--- config.mk ---
export PLATFORM = sky130hd
export DESIGN_NAME = lif_neuron
export DESIGN_NICKNAME = d
export VERILOG_FILES = /design/src/rtl/snn_pkg.sv /design/src/rtl/lif_leak_add.sv /design/src/rtl/lif_neuron.sv
export SDC_FILE = /design/constraint.sdc
export NUM_CORES = 1
export LEC_CHECK = 0
export CORE_MARGIN = 4
export CORE_UTILIZATION = 37
export DETAILED_ROUTE_END_ITERATION = 6
export GPL_TIMING_DRIVEN = 0
export PLACE_DENSITY_LB_ADDON = 0.3
export SYNTH_ARGS = -nofsm -noshare
export SYNTH_HDL_FRONTEND = slang
export SYNTH_SLANG_ARGS = --single-unit
export TNS_END_PERCENT = 20
--- constraint.sdc ---
create_clock -name clk -period 2.82 [get_ports clk]
set_input_delay 0.282 -clock clk [delete_from_list [all_inputs] [get_ports clk]]
set_output_delay 0.282 -clock clk [all_outputs]
set_load 0.05 [all_outputs]
--- src/rtl/snn_pkg.sv ---
// Shared spiking-network definitions: neuron FSM states and the defaults
// common to the synapse activation bus and the LIF neuron.
package snn_pkg;

    typedef enum logic [1:0] {
        ST_INTEGRATE = 2'd0,
        ST_FIRE      = 2'd1,
        ST_REFRACT   = 2'd2
    } lif_state_e;

    localparam int SNN_WIDTH              = 8;
    localparam int SNN_DEF_THRESHOLD      = 200;
    localparam int SNN_DEF_LEAK_SHIFT     = 3;
    localparam int SNN_DEF_REFRACT_CYCLES = 4;
    localparam int SNN_REFRACT_CNT_W      = 8;

endpackage

--- src/rtl/lif_leak_add.sv ---
// Combinational membrane update: subtract the shift-based leak, add the
// synaptic activation, and clamp at full scale so the potential never wraps.
module lif_leak_add
    import snn_pkg::*;
#(
    parameter int WIDTH      = SNN_WIDTH,
    parameter int LEAK_SHIFT = SNN_DEF_LEAK_SHIFT
) (
    input  logic [WIDTH-1:0] membrane,
    input  logic [WIDTH-1:0] activation,
    output logic [WIDTH-1:0] v_next
);

    function automatic logic [WIDTH-1:0] sat_width(input logic [WIDTH:0] val);
        return val[WIDTH] ? {WIDTH{1'b1}} : val[WIDTH-1:0];
    endfunction

    logic [WIDTH-1:0] leak;
    logic [WIDTH:0]   sum_ext;

    // Leak is subtracted first, so the extra bit only ever carries overflow.
    always_comb begin
        leak    = membrane >> LEAK_SHIFT;
        sum_ext = {1'b0, membrane} - {1'b0, leak} + {1'b0, activation};
        v_next  = sat_width(sum_ext);
    end

endmodule

--- src/rtl/lif_neuron.sv ---
// Leaky integrate-and-fire neuron: integrates synaptic activation, fires a
// one-cycle spike on crossing threshold, then holds off for a refractory period.
module lif_neuron
    import snn_pkg::*;
#(
    parameter int WIDTH          = SNN_WIDTH,
    parameter int THRESHOLD      = SNN_DEF_THRESHOLD,
    parameter int LEAK_SHIFT     = SNN_DEF_LEAK_SHIFT,
    parameter int REFRACT_CYCLES = SNN_DEF_REFRACT_CYCLES,
    parameter int RESET_POT      = 0
) (
    input  logic             clk,
    input  logic             reset,
    input  logic             enable,
    input  logic [WIDTH-1:0] activation,
    output logic             spike,
    output logic             refractory,
    output logic [WIDTH-1:0] membrane
);

    localparam int CNT_W = SNN_REFRACT_CNT_W;
    localparam logic [WIDTH-1:0] RESET_POT_V = WIDTH'(RESET_POT);
    localparam logic [WIDTH-1:0] THRESHOLD_V = WIDTH'(THRESHOLD);
    localparam logic [CNT_W-1:0] REFRACT_V   = CNT_W'(REFRACT_CYCLES);

    lif_state_e       state_q, state_d;
    logic [WIDTH-1:0] membrane_q, membrane_d;
    logic [CNT_W-1:0] cnt_q, cnt_d;
    logic             spike_q, spike_d;
    logic             refractory_q, refractory_d;
    logic [WIDTH-1:0] v_next;

    lif_leak_add #(
        .WIDTH      (WIDTH),
        .LEAK_SHIFT (LEAK_SHIFT)
    ) u_leak_add (
        .membrane   (membrane_q),
        .activation (activation),
        .v_next     (v_next)
    );

    always_comb begin
        state_d    = state_q;
        membrane_d = membrane_q;
        cnt_d      = cnt_q;
        case (state_q)
            ST_INTEGRATE: begin
                if (enable) begin
                    membrane_d = v_next;
                    if (v_next >= THRESHOLD_V) state_d = ST_FIRE;
                end
            end
            ST_FIRE: begin
                membrane_d = RESET_POT_V;
                cnt_d      = REFRACT_V;
                state_d    = (REFRACT_V != '0) ? ST_REFRACT : ST_INTEGRATE;
            end
            ST_REFRACT: begin
                membrane_d = RESET_POT_V;
                cnt_d      = cnt_q - CNT_W'(1);
                // The count was loaded with the full period, so leaving at 1 gives exactly that many cycles.
                if (cnt_q <= CNT_W'(1)) state_d = ST_INTEGRATE;
            end
            default: begin
                state_d = ST_INTEGRATE;
            end
        endcase
        spike_d      = (state_d == ST_FIRE);
        refractory_d = (state_d == ST_REFRACT);
    end

    always_ff @(posedge clk or posedge reset) begin
        if (reset) begin
            state_q      <= ST_INTEGRATE;
            membrane_q   <= '0;
            cnt_q        <= '0;
            spike_q      <= 1'b0;
            refractory_q <= 1'b0;
        end else begin
            state_q      <= state_d;
            membrane_q   <= membrane_d;
            cnt_q        <= cnt_d;
            spike_q      <= spike_d;
            refractory_q <= refractory_d;
        end
    end

    assign spike      = spike_q;
    assign refractory = refractory_q;
    assign membrane   = membrane_q;

endmodule

# Word-level counts from Yosys, hierarchy flattened
# Cells that the tools add are included.
word_totals:
  regBits: 20
  input_bits: 11
  output_inout_bits: 10
  word_cells: 28
op_classes:
  addsub: 3
  order_cmp: 2
  eq_ne: 5
  muxes: 8
  n_reduce_logical: 5
op_table:
  columns: ["op", "n"]
  rows:
  - ["$pmux W8 S2", 2]
  - ["$mux W8", 2]
  - ["$add A9 B8 Y9", 1]
  - ["$sub A8 B5 Y9", 1]
  - ["$ge A8 B8 Y1 const B", 1]
  - ["$le A8 B1 Y1 const B", 1]
  - ["$sub A8 B1 Y8 const B", 1]
  - ["$mux W2", 3]
  - ["$pmux W2 S3", 1]
  - ["$eq A2 B1 Y1 const B", 2]
  - ["$eq A2 B2 Y1 const B", 2]
  - ["$reduce_bool A2 Y1", 2]
  - ["$logic_not A2 Y1", 1]
  - ["$ne A2 B2 Y1 const B", 1]
  - ["$reduce_and A2 Y1", 1]
  - ["$reduce_or A2 Y1", 1]

# Depth between registers and ports, before layout
# Gate-level depths: netlist of run 1.
logic_depth:
  ltp_word: 8
  ltp_mapped: 11
  depth_no_buf: 11

# Modules after synthesis
# A second synthesis of run 1 with hierarchy kept.
unflattened:
  hier_cells: 196
  area_unflattened_um2: 1781.7
modules_own_cells:
  columns: ["mod", "instances", "cells_per_inst", "area_each_um2", "seq_area_each_um2"]
  rows:
  - ["lif_neuron", 1, 103, 1056.0, 500.5]
  - ["lif_leak_add", 1, 93, 725.7, 0.0]

# Worst setup path after synthesis of run 1
# No wires, ideal clock.
synth_path:
  kind: "register to register"
  startpoint: "reg membrane_q[1], in the netlist membrane[1]"
  endpoint: "reg state_q[1]"
  setup_ns: 0.092
  arrival_ns: 3.055
  required_time_ns: 2.728
  setup_slack_ns: -0.327
  stages_incl_launch_ff: 11
  path_buffers: 0
  period_less_slack_ns: 3.147
  path_cell_list: "dfrtp_1 inv_1 fa_1 inv_1 fa_1 a211oi_4 o211ai_2 a211oi_4 nor2_2 o21a_1 o31ai_2"
synth_via:
  elab_chain_len: 7
synth_rtl:
  columns: ["element", "line", "source"]
  rows:
  - ["start, declared", "lif_neuron.sv:27", "logic [WIDTH-1:0] membrane_q, membrane_d;"]
  - ["start signal, assigned", "lif_neuron.sv:81", "membrane_q <= membrane_d;"]
  - ["$sub A8 B5 Y9", "lif_leak_add.sv:24", "sum_ext = {1'b0, membrane} - {1'b0, leak} + {1'b0, activation};"]
  - ["$add A9 B8 Y9", "lif_leak_add.sv:24", null]
  - ["$mux W8", "lif_leak_add.sv:15", "return val[WIDTH] ? {WIDTH{1'b1}} : val[WIDTH-1:0];"]
  - ["$ge A8 B8 Y1", "lif_neuron.sv:50", "if (v_next >= THRESHOLD_V) state_d = ST_FIRE;"]
  - ["$mux W2", "lif_neuron.sv:50", null]
  - ["$mux W2", "lif_neuron.sv:48", "if (enable) begin"]
  - ["$pmux W2 S3", "lif_neuron.sv:46", "case (state_q)"]
  - ["named net state_d[1]", "lif_neuron.sv:26", "lif_state_e state_q, state_d;"]
  - ["end signal, assigned", "lif_neuron.sv:80", "state_q <= state_d;"]
  - ["end, declared", "lif_neuron.sv:26", null]
# The timed path passes the listed nets, and every way through them passes these cells.
# A chain may end at the register's enable or synchronous reset.

# Worst setup path after layout of run 1
layout_path:
  startpoint: "in activation[2]"
  endpoint: "reg membrane_q[1], in the netlist membrane[1]"
layout_via:
  elab_chain_len: 4
layout_rtl:
  columns: ["element", "line", "source"]
  rows:
  - ["start, declared", "lif_neuron.sv:15", "input logic [WIDTH-1:0] activation,"]
  - ["$add A9 B8 Y9", "lif_leak_add.sv:24", null]
  - ["$mux W8", "lif_leak_add.sv:15", null]
  - ["$mux W8", "lif_neuron.sv:48", null]
  - ["$pmux W8 S2", "lif_neuron.sv:46", null]
# Every way passes these cells. The select of a mux whose other input is x is not followed.

==> reports/results.ini, run 1 <==
[run]
maxCapViolCount=0

[timing]
hold_viol_final=0
worst_pin_slew_ps=766.7
finalCriticalPeriod_ps=2758
fin_skew_ps=6.725
slew_headroom_pct=48.83
rsz0062_at_grt=true
setup_viol=0
slew_viol_final=0
max_freq_ghz=0.3626
fin_crit_sh_pct=97.80

[route]
wl_met3_um=113
wl_met2_um=1681
drc=0
ant_nets=0
routed_wl_um=3828
wl_met1_um=2008
drtPass1Iterations=4
first_iter_violations=67
maxUsedRoutingLayer=met4
vias_per_cell=4.827
routedWlPerCell_um=12.47
vias=1482

[critical_path]
crit_required_ps=2950
crit_path_end_kind=register
worstPathMaxFanout=5
start_kind=input pin
crit_arrival_ps=2890
reg2reg_depth=11
critPathKind=input pin to register

[die]
num_rows=25
fp.dieH_um=78.12
die_width_um=78.12
num_io_pins=21
core_um2=4755
dieArea_um2=6103
initial_core_util_pct=38.26

[final_layout]
area_growth_pct=23.38
nFillCells=477
num_antenna_cells=0
register_area_um2=506.7
final_area_um2=2245
drive_gt1_share_pct=15.42
nets=275
multi_input_area_um2=1217
fin_cells=307

[yosys]
synth_area_um2=1819
async_flop_share_pct=100.0
synth_edf_count=0
netlist_instances=213
synth_seq_cells=20
syn_nets=247
yosys_most_used_dff=dfrtp_1
synth_seq_area_share_pct=27.51
yosys_warnings=0
synth.distinct_cells=49
synth_area_per_cell_um2=8.541

[clock_network]
cts_made_buffers=3
insertion_delay_ps=250
cts.path.max_buffers=2
clock-sinks=20
clock-root-buffer=clkbuf_8
tritoncts=yes
htreeDepth=1
clk_pin_slew_ps=80

[global_routing]
grt_usage_pct=13.08
grt_pass1_vias=1484
antenna_found_initial=0
grt_pass1_wl_um=6582
grt-ovfl-total=0
grt_max_degree=21

[place]
port_buffers=20
dp_hpwl_um=2938
dpl_cell_area_um2=2112
numPlacedInstances=300
place_congestion=0.7967

[min_path]
hp-class=input pin to async pin

[run_status]
status=finished, final reports clean

worst max-delay path, cell delays in order:
cell and delay, ps:
clkdlybuf4s50_1 450, inv_1 50, fa_1 520, inv_1 60, ha_4 260, a211oi_4 310, o211ai_2 150, a211oi_4 340
buf_6 170, o21ba_4 120, o22a_1 110, o21ai_1 50
kinds of logic after synthesis:
kind of cell	after synthesis	share of synthesized area [%]
compound gates	65	27.30
xor+xnor	9	4.333
fa+ha+maj	23	17.88
buf+inv	44	9.147
flops	20	27.51
mux	2	1.100
simple gates	50	12.72
state kept, by name, indices dropped and copies added, names as in the netlist:
signal	cells
refractory	1
spike	1
state_q	2
cnt_q	8
membrane	8
layout by cell type, fill, tap and decap left out, drive strengths merged, types with 5 or more instances in the layout:
master / n
dfrtp: 20
nand2: 17
clkbuf: 7
a211oi: 5
a21oi: 9
buf: 5
o21ai: 19
inv: 39
ha: 18
xnor2: 5
nor2: 14
clkdlybuf4s50: 19
fa: 5
o211ai: 5
cell type report:
type	instances	share of cell area, %
inverters	39	6.522
repair buffers	23	10.03
clock buffers	4	2.007
flip-flops and latches	20	22.58
plain buffers	5	0.8919
well taps	67	3.735
multi-input cells	149	54.24
worst paths after layout:
check | start | endpoint | slack [ps]
min | reset | cnt_q[3]$_DFFE_PP0N_ | 470
max reg2reg | membrane[1]$_DFFE_PP0P_ | membrane[1]$_DFFE_PP0P_ | 70
max in group asynchronous | reset | membrane[4]$_DFFE_PP0P_ | 1830
min in group clk | cnt_q[3]$_DFFE_PP0N_ | cnt_q[3]$_DFFE_PP0N_ | 500
min reg2reg | cnt_q[3]$_DFFE_PP0N_ | cnt_q[3]$_DFFE_PP0N_ | 500
max | activation[2] | membrane[1]$_DFFE_PP0P_ | 60
layer usage:
layer  vias to the layer above  GRT usage (%)
met5                         -              0
met4                         0          2.098
met3                         2          2.752
met2                        22          21.06
met1                       679          18.36
li1                        779              -
stage by stage:
| stage | setup TNS [ps] | util, % | hold slack (ps) | setup WS [ps] |
|---|---|---|---|---|
| after global routing | -289.5 | 47.21 | 517.2 | -60.58 |
| after floorplan | 0 | - | 245.5 | 10.25 |
| after CTS | -26.07 | 46.18 | 496.0 | -18.81 |
| final | 0 | 47.21 | 465.9 | 61.90 |
| after global placement | -3762 | 44.42 | 482.8 | -421.3 |
| after detailed placement | -4148 | 44.42 | 494.1 | -450.1 |
timing repair:
| action | in CTS | in global routing |
|---|---|---|
| hold buffers | 0 | 0 |
| pin swaps | 10 | 11 |
| endpoints found under the hold margin | 0 | 0 |
| gates resized for setup | 8 | 12 |
| buffers inserted | 2 | 1 |
| gates cloned | 0 | 0 |
| endpoints found under the setup margin | 11 | 12 |
Yosys cell counts, types with 3 or more instances:
| library cell | number | area [µm²] |
|---|---|---|
| xnor2_1 | 5 | 43.79 |
| xor2_1 | 4 | 35.03 |
| nor2b_1 | 4 | 25.02 |
| o21a_1 | 3 | 22.52 |
| a31oi_1 | 3 | 18.77 |
| inv_1 | 38 | 142.6 |
| clkbuf_1 | 3 | 11.26 |
| o21ai_1 | 3 | 15.01 |
| a21oi_1 | 8 | 40.04 |
| nor2_1 | 13 | 48.80 |
| nand2_1 | 17 | 63.81 |
| o21ai_0 | 16 | 80.08 |
| dfrtp_1 | 20 | 500.5 |
| nor3_1 | 4 | 20.02 |
| o211ai_1 | 4 | 30.03 |
| fa_1 | 5 | 100.1 |
| ha_1 | 18 | 225.2 |
Power of run 1 is left out: the tool's default activity adds up to more than one toggle a clock period on the data nets, which glitch-free logic cannot reach.
==> run 2: changes to the inputs <==
Settings changed: PLACE_DENSITY set to 0.63, PLACE_DENSITY_LB_ADDON 0.3 to not set.
==> run 2 against run 1 <==
  * Cell area up 2.8%
  * Clock skew up 0.84 ps
  * First-iteration DRC count up 22%
  * Routed wire length up 4.1%
  * Global-route usage up 1.2 points
  * Die area unchanged
  * Flip-flop and latch count unchanged
  * Count of clock-buffer cells in the layout unchanged
  * Critical endpoint is now membrane[0]$_DFFE_PP0P_
  * Via count up 3.7%
  * Core utilization up 1.3 points
  * Cell count up 1.3%
  * Highest routed layer unchanged
==> reports/results.ini, run 2 (synthesis gave the netlist of run 1 again) <==
[clock_network]
cts_made_buffers=3  ; unchanged
tritoncts=yes
htreeDepth=1  ; unchanged
clock-sinks=20  ; unchanged
clk_pin_slew_ps=80  ; about the same
cts.path.max_buffers=2  ; unchanged
clock-root-buffer=clkbuf_8
insertion_delay_ps=270  ; +20 ps

[final_layout]
final_common_cell=inv_1
layout_common_cells=31 x inv_1, 18 x clkdlybuf4s50_1, 17 x nand2_1
area_growth_pct=26.89
num_antenna_cells=0  ; unchanged
drive_gt1_share_pct=20.49  ; +5.1 points
nets=279  ; +1.5%

[die]
fp.dieH_um=78.12  ; unchanged
num_rows=25  ; unchanged
initial_core_util_pct=38.26  ; unchanged
dieArea_um2=6103  ; unchanged
die_width_um=78.12  ; unchanged
core_um2=4755  ; unchanged
num_io_pins=21  ; unchanged

[timing]
slew_viol_final=0  ; unchanged
fin_skew_ps=7.570  ; +0.8448 ps
worst_pin_slew_ps=770.1  ; +3.429 ps
max_freq_ghz=0.3613  ; -0.35%
tns_ps=0  ; unchanged
finalCriticalPeriod_ps=2768  ; +9.826 ps
setup_viol=0  ; unchanged
slew_headroom_pct=48.60  ; -0.23 points
hold_viol_final=0  ; unchanged
rsz0062_at_grt=true
setup_ws_ps=52.08  ; -9.826 ps
fin_crit_sh_pct=98.15  ; +0.35 points

[critical_path]
worstPathMaxFanout=4  ; -1
reg2reg_depth=10  ; -1
r2r-end=membrane[0]$_DFFE_PP0P_
crit_path_end_kind=register
worst_path_largest_cell_delay_ps=510  ; about the same
worst-path-buf-inv=2  ; -2
path_cells=fa_1, inv_2, fa_2, a211oi_4, o211ai_2, a211oi_4, buf_6, o21ba_2, o22a_1, o21ai_2
rrSetupSlack_ps=50  ; -20 ps
crit_arrival_ps=2910  ; +20 ps
critPathKind=register to register
slowest_stage=fa_1
critical_path.top_delay_family=compound AO/OA/AOI/OAI gates
start_kind=register
crit_top_cell=a211oi_4
r2r_start=membrane[4]$_DFFE_PP0P_
crit_required_ps=2970  ; +20 ps

[global_routing]
antenna_found_initial=0  ; unchanged
grt_max_degree=21  ; unchanged
grt-ovfl-total=0  ; unchanged
grt_pass1_wl_um=7107  ; +8.0%
grt_pass1_vias=1555  ; +4.8%
grt_usage_pct=14.23  ; +1.2 points

[route]
vias=1537  ; +3.7%
routed_wl_um=3984  ; +4.1%
ant_nets=0  ; unchanged
vias_per_cell=4.942  ; +2.4%
drc=0  ; unchanged
drtPass1Iterations=4  ; unchanged
routedWlPerCell_um=12.81  ; +2.7%
first_iter_violations=82  ; +22%

[place]
dp_hpwl_um=3003  ; +2.2%
place_ws_ps=-435.2  ; +14.83 ps
port_buffers=20  ; unchanged
place_congestion=0.7647  ; -4.0%

[run]
maxCapViolCount=0  ; unchanged

[min_path]
hp-class=input pin to async pin

[run_status]
status=finished, final reports clean

[run 2: changes by cell type in the layout (fill, tap and decap cells not counted), moves of 2 or more]
cell     delta
inv_1       -5
buf_4       +4
o21ai_0     +4
o21ai_1     -5
ha_4        +2
inv_2       +5
[run 2: worst max-delay path by stage]
stage	cells past startpoint	start	slack, ps	to
finish	10	membrane[4]$_DFFE_PP0P_	50	membrane[0]$_DFFE_PP0P_
detailed placement	11	activation[1]	-440	state_q[1]$_DFF_PP0_
global route	9	membrane[4]$_DFFE_PP0P_	-30	state_q[0]$_DFF_PP0_
CTS	11	activation[4]	5	spike$_DFF_PP0_
floorplan	10	membrane[1]$_DFFE_PP0P_	10	state_q[1]$_DFF_PP0_
global placement	11	activation[1]	-420	state_q[1]$_DFF_PP0_
[run 2: metrics by stage]
| stage | util (%) | instance area, µm² | std cells | hold WS [ps] |
|---|---|---|---|---|
| 4_1_cts | 46.47 | 2210 | 307 | 492.2 |
| 2_1_floorplan | - | 1828 | 213 | 245.5 |
| 5_1_grt | 48.55 | 2308 | 311 | 517.1 |
| 3_3_place_gp | 44.42 | 2112 | 300 | 484.6 |
| 3_5_place_dp | 44.42 | 2112 | 300 | 490.8 |
| 6_report | 48.55 | 2308 | 311 | 461.2 |
[run 2: cell type report]
class,count,area (µm²)
buffer,5,20.02
clock buffer,4,45.04
fill,476,2446
inverter,39,146.4
multi-input combinational,149,1249
sequential,20,506.7
tap,67,83.83
timing repair buffer,27,257.7
[run 2: repair_timing]
item	CTS	global route
pin swaps	12	21
resized for setup	10	16
setup endpoints to repair	10	10
hold buffers	0	0
buffers inserted	3	4
[run 2: worst reg2reg max path: stages, from the launching register on]
cell	delay, ps
dfrtp_2	460
fa_1	510
inv_2	60
fa_2	360
a211oi_4	300
o211ai_2	150
a211oi_4	340
buf_6	160
o21ba_2	120
o22a_1	130
o21ai_2	50
[run 2: per-layer routing]
| layer | GRT usage (%) | vias up | wire [µm] | part of all wire (%) |
|---|---|---|---|---|
| met3 | 2.064 | 5 | 141 | 3.5 |
| met2 | 22.86 | 24 | 1827 | 46 |
| met4 | 4.196 | 0 | 60 | 1.5 |
| met1 | 19.84 | 715 | 1955 | 49 |
| met5 | 0 | - | 0 | 0 |
| li1 | - | 793 | - | - |
Power of run 2 is left out for the same reason.
==> run 3: changes to the inputs <==
Settings changed: PLACE_DENSITY 0.63 to 0.61.
Clock period 2.82 ns to 2.6 ns, I/O delays scaled along.
==> run 3 against run 2 <==
  * The flow now finishes with violations (setup timing)
  * Flip-flop and latch count did not move
  * Sequential share of layout area fell by 0.17 points
  * Global-route usage fell by 0.62 points
  * First-iteration DRC count rose by 15%
  * Core utilization rose by 0.63 points
==> reports/results.ini, run 3 (synthesis gave the netlist of run 1 again) <==
[critical_path]
critPathKind=register to register
crit_required_ps=2770  ; -200 ps
r2r_start=membrane[4]$_DFFE_PP0P_
crit_path_start=membrane[4]$_DFFE_PP0P_
crit_path_end_kind=register
crit_arrival_ps=2970  ; +60 ps
worstPathMaxFanout=2  ; -2
start_kind=register

[place]
dp_hpwl_um=2977  ; -0.86%
port_buffers=20  ; unchanged
place_congestion=0.7817  ; +2.2%
place_ws_ps=-520.7  ; -85.49 ps

[route]
drtPass1Iterations=4  ; unchanged
drc=0  ; unchanged
ant_nets=0  ; unchanged
first_iter_violations=94  ; +15%
routed_wl_um=4056  ; +1.8%
routedWlPerCell_um=12.88  ; +0.51%
vias_per_cell=4.829  ; -2.3%
vias=1521  ; -1.0%

[die]
num_io_pins=21  ; unchanged
die_width_um=78.12  ; unchanged
dieArea_um2=6103  ; unchanged
num_rows=25  ; unchanged
fp.dieH_um=78.12  ; unchanged
core_um2=4755  ; unchanged
initial_core_util_pct=38.26  ; unchanged

[timing]
slew_headroom_pct=47.94  ; -0.66 points
fin_skew_ps=5.470  ; -2.100 ps
tns_ps=-1141  ; -1141 ps
rsz0062_at_grt=true
hold_viol_final=0  ; unchanged
slew_viol_final=0  ; unchanged
max_freq_ghz=0.3575  ; -1.1%
fin_crit_sh_pct=107.6  ; +9.4 points
worst_pin_slew_ps=780.1  ; +9.917 ps
hold_slack_ps=443.8  ; -17.44 ps
setup_viol=9  ; +9
setup_ws_ps=-197.4  ; -249.5 ps
finalCriticalPeriod_ps=2797  ; +29.48 ps

[final_layout]
num_antenna_cells=0  ; unchanged
area_growth_pct=28.54
drive_gt1_share_pct=20.97  ; +0.48 points
final_common_cell=inv_1
nFillCells=487  ; +2.3%
layout_common_cells=32 x inv_1, 19 x clkdlybuf4s50_1, 17 x nand2_1
nets=283  ; +1.4%

[global_routing]
grt-ovfl-total=0  ; unchanged
grt_max_degree=21  ; unchanged
antenna_found_initial=0  ; unchanged
grt_pass1_vias=1403  ; -9.8%
grt_pass1_wl_um=6762  ; -4.9%
grt_usage_pct=13.61  ; -0.62 points

[clock_network]
cts_made_buffers=3  ; unchanged
clock-sinks=20  ; unchanged
clk_pin_slew_ps=80  ; about the same
clock-root-buffer=clkbuf_8
cts.path.max_buffers=2  ; unchanged
htreeDepth=1  ; unchanged
insertion_delay_ps=260  ; about the same
tritoncts=yes
ctsHoldBuffers=0  ; unchanged

[run_status]
status=finished, violations left
violations=setup timing

[run]
maxCapViolCount=0  ; unchanged

[min_path]
hp-class=input pin to async pin

run 3: cell count changes in the layout (fill, tap and decap cells not counted), moves of 2 or more:
cell / before / now
inv_2: 8 / 6
dfrtp_1: 15 / 13
o21ai_1: 2 / 7
dfrtp_2: 5 / 7
buf_4: 6 / 9
o21ai_0: 15 / 11
run 3: layout make-up:
class	count	area, µm²	share of cell area, %
multi-input cells	149	1234	52.76
flip-flops and latches	20	509.2	21.78
repair buffers	31	297.8	12.73
inverters	39	148.9	6.367
well taps	67	83.83	3.585
clock buffers	4	45.04	1.926
plain buffers	5	20.02	0.8561
run 3: per-layer routing:
layer	wire length [µm]	global-route usage, %
met5	0	0
met3	139	2.179
met2	1819	20.63
met4	23	2.098
met1	2073	20.64
run 3: stage by stage:
stage | instances | utilization, % | cell area, µm²
2_1_floorplan | 213 | - | 1847
3_3_place_gp | 300 | 44.82 | 2131
3_5_place_dp | 300 | 44.82 | 2131
4_1_cts | 311 | 47.63 | 2265
5_1_grt | 315 | 49.18 | 2338
6_report | 315 | 49.18 | 2338
run 3: worst max-delay path: stages (launching register included):
cell	delay (ps)
dfrtp_2	440
fa_1	500
inv_2	50
fa_2	390
buf_4	160
a21o_2	200
a21oi_1	200
xor2_1	260
a211oi_2	120
o21a_1	210
o31ai_2	180
run 3: worst paths after layout:
kind,end,slack (ps),cells past startpoint
worst max register to register,state_q[1]$_DFF_PP0_,-200,10
worst max-delay path,state_q[1]$_DFF_PP0_,-200,10
worst min-delay path,cnt_q[3]$_DFFE_PP0N_,440,2
max in group asynchronous,membrane[7]$_DFFE_PP0P_,1610,2
worst min register to register,cnt_q[3]$_DFFE_PP0N_,490,1
min in group clk,cnt_q[3]$_DFFE_PP0N_,490,1
run 3: repair_timing:
item | in CTS | in global routing
pin swaps | 12 | 19
endpoints found under the setup margin | 12 | 12
buffers inserted | 7 | 4
gates resized for setup | 8 | 15
Power of run 3 is left out for the same reason.
